File: config.mk
export PLATFORM = sky130hd
export DESIGN_NAME = rptr_fwft_handler
export DESIGN_NICKNAME = d
export VERILOG_FILES = /design/src/rtl/fifo_pkg.sv /design/src/rtl/rd_out_buf.sv /design/src/rtl/rptr_fwft_handler.sv
export SDC_FILE = /design/constraint.sdc
export NUM_CORES = 1
export LEC_CHECK = 0
export BUFFER_PORTS_ARGS = -buffer_cell sky130_fd_sc_hd__buf_2
export CELL_PAD_IN_SITES_DETAIL_PLACEMENT = 2
export CELL_PAD_IN_SITES_GLOBAL_PLACEMENT = 2
export CORE_AREA = 4 4 101 103
export DETAILED_ROUTE_END_ITERATION = 16
export DIE_AREA = 0 0 105 107
export GPL_ROUTABILITY_DRIVEN = 0
export PLACE_DENSITY_LB_ADDON = 0.1
export SLEW_MARGIN = 5
export SYNTH_ARGS = -nofsm -noshare
export SYNTH_HDL_FRONTEND = slang
export SYNTH_SLANG_ARGS = --single-unit
File: constraint.sdc
create_clock -name r_clk_i -period 7.8 [get_ports r_clk_i]
set_input_delay 0.39 -clock r_clk_i [delete_from_list [all_inputs] [get_ports r_clk_i]]
set_output_delay 0.39 -clock r_clk_i [all_outputs]
set_load 0.05 [all_outputs]
File: src/rtl/fifo_pkg.sv
// Shared dual-clock FIFO definitions.
// Pointer defaults, occupancy type and Gray helper.
package fifo_pkg;

  localparam int PTR_WD_D  = 10;
  localparam int DEPTH_D   = 1024;
  localparam int DATA_WD_D = 8;

  typedef logic [1:0] occ_t;

  function automatic logic [31:0] bin2gray(input logic [31:0] b);
    return b ^ (b >> 1);
  endfunction

endpackage

File: src/rtl/rd_out_buf.sv
// Two-entry head/skid output buffer.
// Preserves order, absorbs one in-flight RAM return.
module rd_out_buf
  import fifo_pkg::*;
#(
  parameter int DATA_WD = DATA_WD_D
) (
  input  logic               r_clk_i,
  input  logic               r_rst_i,
  input  logic               wr_en,
  input  logic [DATA_WD-1:0] wr_data,
  input  logic               pop,
  output logic [1:0]         occ,
  output logic [DATA_WD-1:0] head
);

  logic [DATA_WD-1:0] skid;
  logic               to_head;

  assign to_head = wr_en &&
    ((occ == 2'd0) || ((occ == 2'd1) && pop));

  // Net occupancy update; head refills from skid or RAM.
  always_ff @(posedge r_clk_i) begin
    if (r_rst_i) begin
      occ  <= '0;
      head <= '0;
      skid <= '0;
    end else begin
      occ <= occ + {1'b0, wr_en} - {1'b0, pop};
      if (to_head)
        head <= wr_data;
      else if (pop && (occ == 2'd2))
        head <= skid;
      if (wr_en && !to_head)
        skid <= wr_data;
    end
  end

endmodule

File: src/rtl/rptr_fwft_handler.sv
// Read-side pointer handler for the dual-clock FIFO.
// Gray/binary read pointers, empty flag, FWFT output.
module rptr_fwft_handler
  import fifo_pkg::*;
#(
  parameter int PTR_WD    = PTR_WD_D,
  parameter int DEPTH     = DEPTH_D,
  parameter int DATA_WD   = DATA_WD_D,
  parameter int AEMPTY_TH = 4
) (
  input  logic              r_clk_i,
  input  logic              r_rst_i,
  input  logic [PTR_WD:0]   b_wptr_sync_i,
  input  logic [PTR_WD:0]   g_wptr_sync_i,
  input  logic [DATA_WD-1:0] mem_rdata_i,
  input  logic              r_ready_i,
  output logic              mem_ren_o,
  output logic [PTR_WD-1:0] mem_raddr_o,
  output logic [PTR_WD:0]   b_rptr_o,
  output logic [PTR_WD:0]   g_rptr_o,
  output logic              rempty_o,
  output logic [DATA_WD-1:0] r_data_o,
  output logic              r_valid_o,
  output logic              almost_empty_o,
  output logic [PTR_WD:0]   data_cnt_r_o
);

  localparam int PW = PTR_WD + 1;
  localparam logic [PTR_WD:0] AE_TH = PW'(AEMPTY_TH);

  if (DEPTH != (1 << PTR_WD)) begin : g_bad_depth
    $error("DEPTH must equal 2**PTR_WD");
  end

  logic [1:0]      occ;
  logic            infl;
  logic            pop;
  logic            issue;
  logic [2:0]      held_nxt;
  logic [PTR_WD:0] b_rptr_nxt;
  logic [PTR_WD:0] g_rptr_nxt;

  assign r_valid_o = (occ != 2'd0);
  assign pop       = r_valid_o & r_ready_i;

  // Words the buffer will hold after this edge, before a new issue.
  assign held_nxt = {1'b0, occ} + {2'b0, infl} - {2'b0, pop};
  assign issue    = !rempty_o && (held_nxt < 3'd2);
  assign mem_ren_o = issue;

  assign b_rptr_nxt  = b_rptr_o + {{PTR_WD{1'b0}}, issue};
  assign g_rptr_nxt  = PW'(bin2gray(32'(b_rptr_nxt)));
  assign mem_raddr_o = b_rptr_o[PTR_WD-1:0];

  // Pointers, empty flag and in-flight marker advance together.
  always_ff @(posedge r_clk_i) begin
    if (r_rst_i) begin
      b_rptr_o <= '0;
      g_rptr_o <= '0;
      rempty_o <= 1'b1;
      infl     <= 1'b0;
    end else begin
      b_rptr_o <= b_rptr_nxt;
      g_rptr_o <= g_rptr_nxt;
      rempty_o <= (g_rptr_nxt == g_wptr_sync_i);
      infl     <= issue;
    end
  end

  assign data_cnt_r_o = (b_wptr_sync_i - b_rptr_o)
    + {{PTR_WD{1'b0}}, infl}
    + {{(PTR_WD-1){1'b0}}, occ};

  assign almost_empty_o = (data_cnt_r_o <= AE_TH);

  rd_out_buf #(
    .DATA_WD(DATA_WD)
  ) u_buf (
    .r_clk_i(r_clk_i),
    .r_rst_i(r_rst_i),
    .wr_en  (infl),
    .wr_data(mem_rdata_i),
    .pop    (pop),
    .occ    (occ),
    .head   (r_data_o)
  );

endmodule

; Word-level counts from Yosys, hierarchy flattened
; Index checks and enable logic that the tools add are counted.
[totals]
reg_bits = 42
inputBits = 33
romBits = 0
mem_count = 0
latchBits = 0
ramBits = 0
word_cells = 35
[classes]
magnitude_cmp = 2
shift = 0
n_div = 0
n_mul = 0
n_bitwise = 2
n_addsub = 8
reduce_logical = 11
muxes = 2
eq_ne = 3
[ops]
columns = cell, count
row1 = $add A11 B1 Y11, 2
row2 = $mux W8, 2
row3 = $add A11 B2 Y11, 1
row4 = $eq A11 B11 Y1, 1
row5 = $le A11 B3 Y1 const B, 1
row6 = $sub A11 B11 Y11, 1
row7 = $xor A11 B10 Y11, 1
row8 = $logic_and A1 B1 Y1, 5
row9 = $reduce_bool A2 Y1, 2
row10 = $add A2 B1 Y3, 1
row11 = $lt A3 B2 Y1 const B, 1
row12 = $sub A3 B1 Y3, 1
row13 = $add A2 B1 Y2, 1
row14 = $eq A2 B1 Y1 const B, 1
row15 = $eq A2 B2 Y1 const B, 1
row16 = $logic_not A1 Y1, 2
row17 = $logic_not A2 Y1, 1
row18 = $sub A2 B1 Y2, 1
row19 = $and A1 B1 Y1, 1
row20 = $logic_or A1 B1 Y1, 1

; Logic depth before layout (Yosys ltp)
[depth]
depth_word = 8
mapped_depth = 20
ltp_nobuf = 19

; Hierarchy
; From an unflattened synthesis, not the netlist that was laid out.
[unflattened]
hier_cells = 336
hier_area_um2 = 2995.4
[modules_own_cells]
columns = module, n_inst, area_per_inst_um2, cells_each
row1 = rptr_fwft_handler, 1, 2080.7, 241
row2 = rd_out_buf, 1, 914.6, 95

; Worst setup path before layout
; No wires, ideal clock.
[synth_path]
path_kind = register -> register
startpoint = register u_buf.occ[1]
endpoint = register rempty_o
slack_ns = 2.601
setup_ns = 0.060
period_less_slack_ns = 5.199
n_path_buf = 1
path_stages_with_launch = 21
t_required_ns = 7.740
arrival_ns = 5.139
cell_sequence = dfxtp_1 > inv_1 > nand2_1 > and2_1 > ha_1 > inv_1 > ha_1 > inv_1 > fa_1 > xor2_1 > nor3b_1 > ha_1 > ha_1 > buf_4 > nand3_1 > nor2_1 > nor2_1 > o22ai_1 > o32ai_1 > a2111oi_2 > a41o_1
[synth_between]
elab_chain_len = 8
word_cells_on_any_way = 9
[synth_lines]
columns = item, line
row1 = start: declaration, rd_out_buf.sv:13  ; output logic [1:0] occ,
row2 = start signal: assignment, rd_out_buf.sv:30  ; occ <= occ + {1'b0, wr_en} - {1'b0, pop};
row3 = $reduce_bool A2 Y1, rptr_fwft_handler.sv:43  ; assign r_valid_o = (occ != 2'd0);
row4 = net r_valid_o, rptr_fwft_handler.sv:23  ; output logic r_valid_o,
row5 = $and A1 B1 Y1, rptr_fwft_handler.sv:44  ; assign pop = r_valid_o & r_ready_i;
row6 = $sub A3 B1 Y3, rptr_fwft_handler.sv:47  ; assign held_nxt = {1'b0, occ} + {2'b0, infl} - {2'b0, pop};
row7 = $lt A3 B2 Y1, rptr_fwft_handler.sv:48  ; assign issue = !rempty_o && (held_nxt < 3'd2);
row8 = $logic_and A1 B1 Y1, rptr_fwft_handler.sv:48
row9 = net mem_ren_o, rptr_fwft_handler.sv:17  ; output logic mem_ren_o,
row10 = $add A11 B1 Y11, rptr_fwft_handler.sv:51  ; assign b_rptr_nxt = b_rptr_o + {{PTR_WD{1'b0}}, issue};
row11 = $xor A11 B10 Y11, fifo_pkg.sv:12  ; return b ^ (b >> 1);
row12 = $eq A11 B11 Y1, rptr_fwft_handler.sv:65  ; rempty_o <= (g_rptr_nxt == g_wptr_sync_i);
row13 = end signal: assignment, rptr_fwft_handler.sv:65
row14 = end: declaration, rptr_fwft_handler.sv:21  ; output logic rempty_o,
; The timed path passes the listed nets, and every way through them passes these cells.
; A chain may end at the register's enable or synchronous reset.

; Final worst setup path
[layout_path]
startpoint = register u_buf.occ[1]
endpoint = register rempty_o
[layout_between]
elab_chain_len = 8
word_cells_on_any_way = 9
[layout_lines]
columns = item, line
row1 = "parallel branches: the longest is 2 deep, another holds $add A2 B1 Y3", n/a
row2 = $sub A3 B1 Y3 *, rptr_fwft_handler.sv:47
row3 = $lt A3 B2 Y1 *, rptr_fwft_handler.sv:48
row4 = $logic_and A1 B1 Y1 *, rptr_fwft_handler.sv:48
row5 = $add A11 B1 Y11 *, rptr_fwft_handler.sv:51
row6 = $xor A11 B10 Y11 *, fifo_pkg.sv:12
row7 = $eq A11 B11 Y1 *, rptr_fwft_handler.sv:65
; Every way passes the cells marked *.

==> out/metrics.cfg <==
[floorplan]
placementRows=35
core_um2=9196
io_pins=88
die_h_um=107
initial_core_util_pct=31.54
die_area_um2=11240
die-width_um=105

[critical_path]
r2r-end=rempty_o$_SDFF_PP1_
critPathKind=reg2reg
path_cells=inv_1 > nand2_1 > and2_1 > ha_1 > inv_1 > ha_1 > inv_1 > fa_1 > xor2_1 > nor3b_1 > ha_1 > ha_1 > and3_1 > xnor2_2 > nor2_1 > nor3_1 > o32ai_1 > a2111oi_2 > a41o_1
arrival_ns=4.74
timing.critical_path.buf_inv=3
cp-start-kind=flip-flop
required_ns=8.04
worst_path_largest_cell_delay_ns=0.47
worstSetupEndpointType=flip-flop
reg2regPathDepth=19
critPathSlowestCell=dfxtp_1
r2r_slack_ns=3.31
cpMostUsedCell=ha_1
crit_family=adder cells
cp_max_fo=12
worstReg2RegStart=u_buf.occ[1]$_SDFF_PP0_

[final_layout]
layout_common_cells=buf_2, nor2_1, dfxtp_1
n_fill_cell=1078
final_nets=465
area_growth_pct=17.39
n_antenna_cell=0
final_area_um2=3405
finalNonFillerCells=518
layout-drive-gt1-share_pct=25.80
layout_commonest_cell=buf_2

[timing]
fin_skew_ns=0.007873
relSlewSlack_pct=30.79
fin_crit_sh_pct=57.61
timing.hold.ws_ns=0.3329
timing.fmax_ghz=0.2225
setup_viol=0
maxSlewViolCount=0
tightest_slew_ns=1.031
tns_ns=0
rsz0062_at_grt=false
fin_crit_ns=4.494
hold_viol=0

[global_routing]
grt_pass1_vias=2698
grtUsageTotal_pct=15.11
antenna_found_initial=0
gr-total-overflow=0
grt_pass1_wl_um=13780
grt_max_degree=42

[placed_design]
port_buffers=87
placed_area_um2=3292
dp.cells=510
dp_hpwl_um=6763

[power_and_ir_drop]
p_total_w=0.001018
power_density_nw_per_um2=298.9
leakagePower_nw=1.652
ir_worst_vdd_uv=158.5

[flow_run]
max_cap_viol_count=0

[logic_synthesis]
syn_avg_cell_area_um2=8.555
ys_types=54
synth_cells=339
yosys_warnings=0
synth_edf_count=0
ys.flop_type=dfxtp_1
synth_area_um2=2900
ys_seq_elements=41
syn-num-nets=398
synth_sequential_area_ratio_pct=28.30
synthArstFlopShare_pct=0

[route]
wl_met1_um=3625
drc_errors=0
drtIter0Drc=91
postRouteWirelength_um=8395
viasPerCell=4.952
dr.max_layer_used=met4
num_vias=2565
dr.pass1.iters=4
wl_met3_um=387
ant_nets=0
met2WireLength_um=4318
wl_per_cell_um=16.21

[clock_network]
cts_hold_buf=0
htreeDepth=2
cts_root_buffer=clkbuf_8
clk_pin_slew_ns=0.09
clk_path_buf_depth=2
clock-sinks=41
worstSkewPairLatency_ns=0.30
cts_tree=done
postCtsSetupRepairBufs=0
cts_buffers=5
cts-resized-gates=0

[worst_hold_path]
hold_path_class=in2reg
min_from=mem_rdata_i[2]
min_to=u_buf.skid[2]$_SDFFE_PP0P_
holdPathStages=3

[run_status]
status=finished clean

## power breakdown
part	leakage (nW)	internal [W]	switching (W)
Combinational	1.26	0.000170	0.000407
Clock	0.0585	0.0000961	0.0000849
Sequential	0.333	0.000239	0.0000211
## worst max-delay path by stage
stage | from | endpoint | slack (ns) | cells after the start
final | u_buf.occ[1]$_SDFF_PP0_ | rempty_o$_SDFF_PP1_ | 3.31 | 19
after floorplan | u_buf.occ[1]$_SDFF_PP0_ | rempty_o$_SDFF_PP1_ | 2.60 | 20
after global routing | u_buf.occ[1]$_SDFF_PP0_ | rempty_o$_SDFF_PP1_ | 2.81 | 19
after CTS | u_buf.occ[1]$_SDFF_PP0_ | rempty_o$_SDFF_PP1_ | 3.24 | 19
after detailed placement | u_buf.occ[1]$_SDFF_PP0_ | rempty_o$_SDFF_PP1_ | 3.30 | 19
after global placement | u_buf.occ[1]$_SDFF_PP0_ | rempty_o$_SDFF_PP1_ | 3.53 | 19
## state kept, by name, summed over array words and instances, names as in the netlist
signal / cells
b_rptr_o: 11
u_buf.skid: 8
rempty_o: 1
u_buf.head: 8
g_rptr_o: 10
infl: 1
u_buf.occ: 2
## tightest hold or removal path, stage by stage
cell	delay, ns
buf_2	0.08
mux2i_1	0.05
nor2_1	0.07
## through the flow
stage          worst slack, ns  util, %
2_1_floorplan            2.601        -
3_3_place_gp             3.529    35.80
3_5_place_dp             3.301    35.80
4_1_cts                  3.238    37.02
5_1_grt                  2.812    37.02
6_report                 3.306    37.02
## cell usage after synthesis, drive strengths merged (2+ instances only)
master	number	area [µm²]
a31o	2	17.52
buf	20	152.7
or3	2	12.51
a211oi	8	60.06
dfxtp	41	820.8
fa	4	80.08
nand4	2	12.51
o211ai	2	15.01
nor3b	2	15.01
a21o	4	30.03
nor3	6	30.03
and3	4	25.02
o21ai	8	40.04
nor2b	6	37.54
o22a	2	18.77
o32ai	2	17.52
nand3	10	50.05
a21oi	15	82.58
clkbuf	7	30.03
nand2	19	78.82
mux2i	16	160.2
a31oi	2	12.51
xnor2	33	296.5
ha	22	275.3
and2	2	12.51
inv	22	82.58
nor2	48	180.2
xor2	11	96.34
## kinds of logic after synthesis
logic type | after synthesis | share of synthesized area [%]
and+or+nand+nor | 105 | 17.04
AOI/OAI and AO/OA | 58 | 14.19
buffers and inverters | 49 | 9.146
xor gates and xnor gates | 44 | 13.55
muxes | 16 | 5.522
adders and majority gates | 26 | 12.25
DFF | 41 | 28.30
## layout make-up
class | count | area (µm²) | area share [%]
repair buffers | 87 | 435.4 | 12.79
inverters | 22 | 82.58 | 2.426
flip-flops and latches | 41 | 820.8 | 24.11
multi-input cells | 249 | 1814 | 53.29
well taps | 111 | 138.9 | 4.079
clock buffers | 5 | 68.82 | 2.021
clock inverters | 3 | 43.79 | 1.286
## layer usage
metal	vias up	GRT usage, %
li1	1283	-
met1	1234	17.47
met4	0	2.812
met2	42	28.19
met5	-	0
met3	6	3.853
Note: power is estimated with default switching activity, not from simulation.
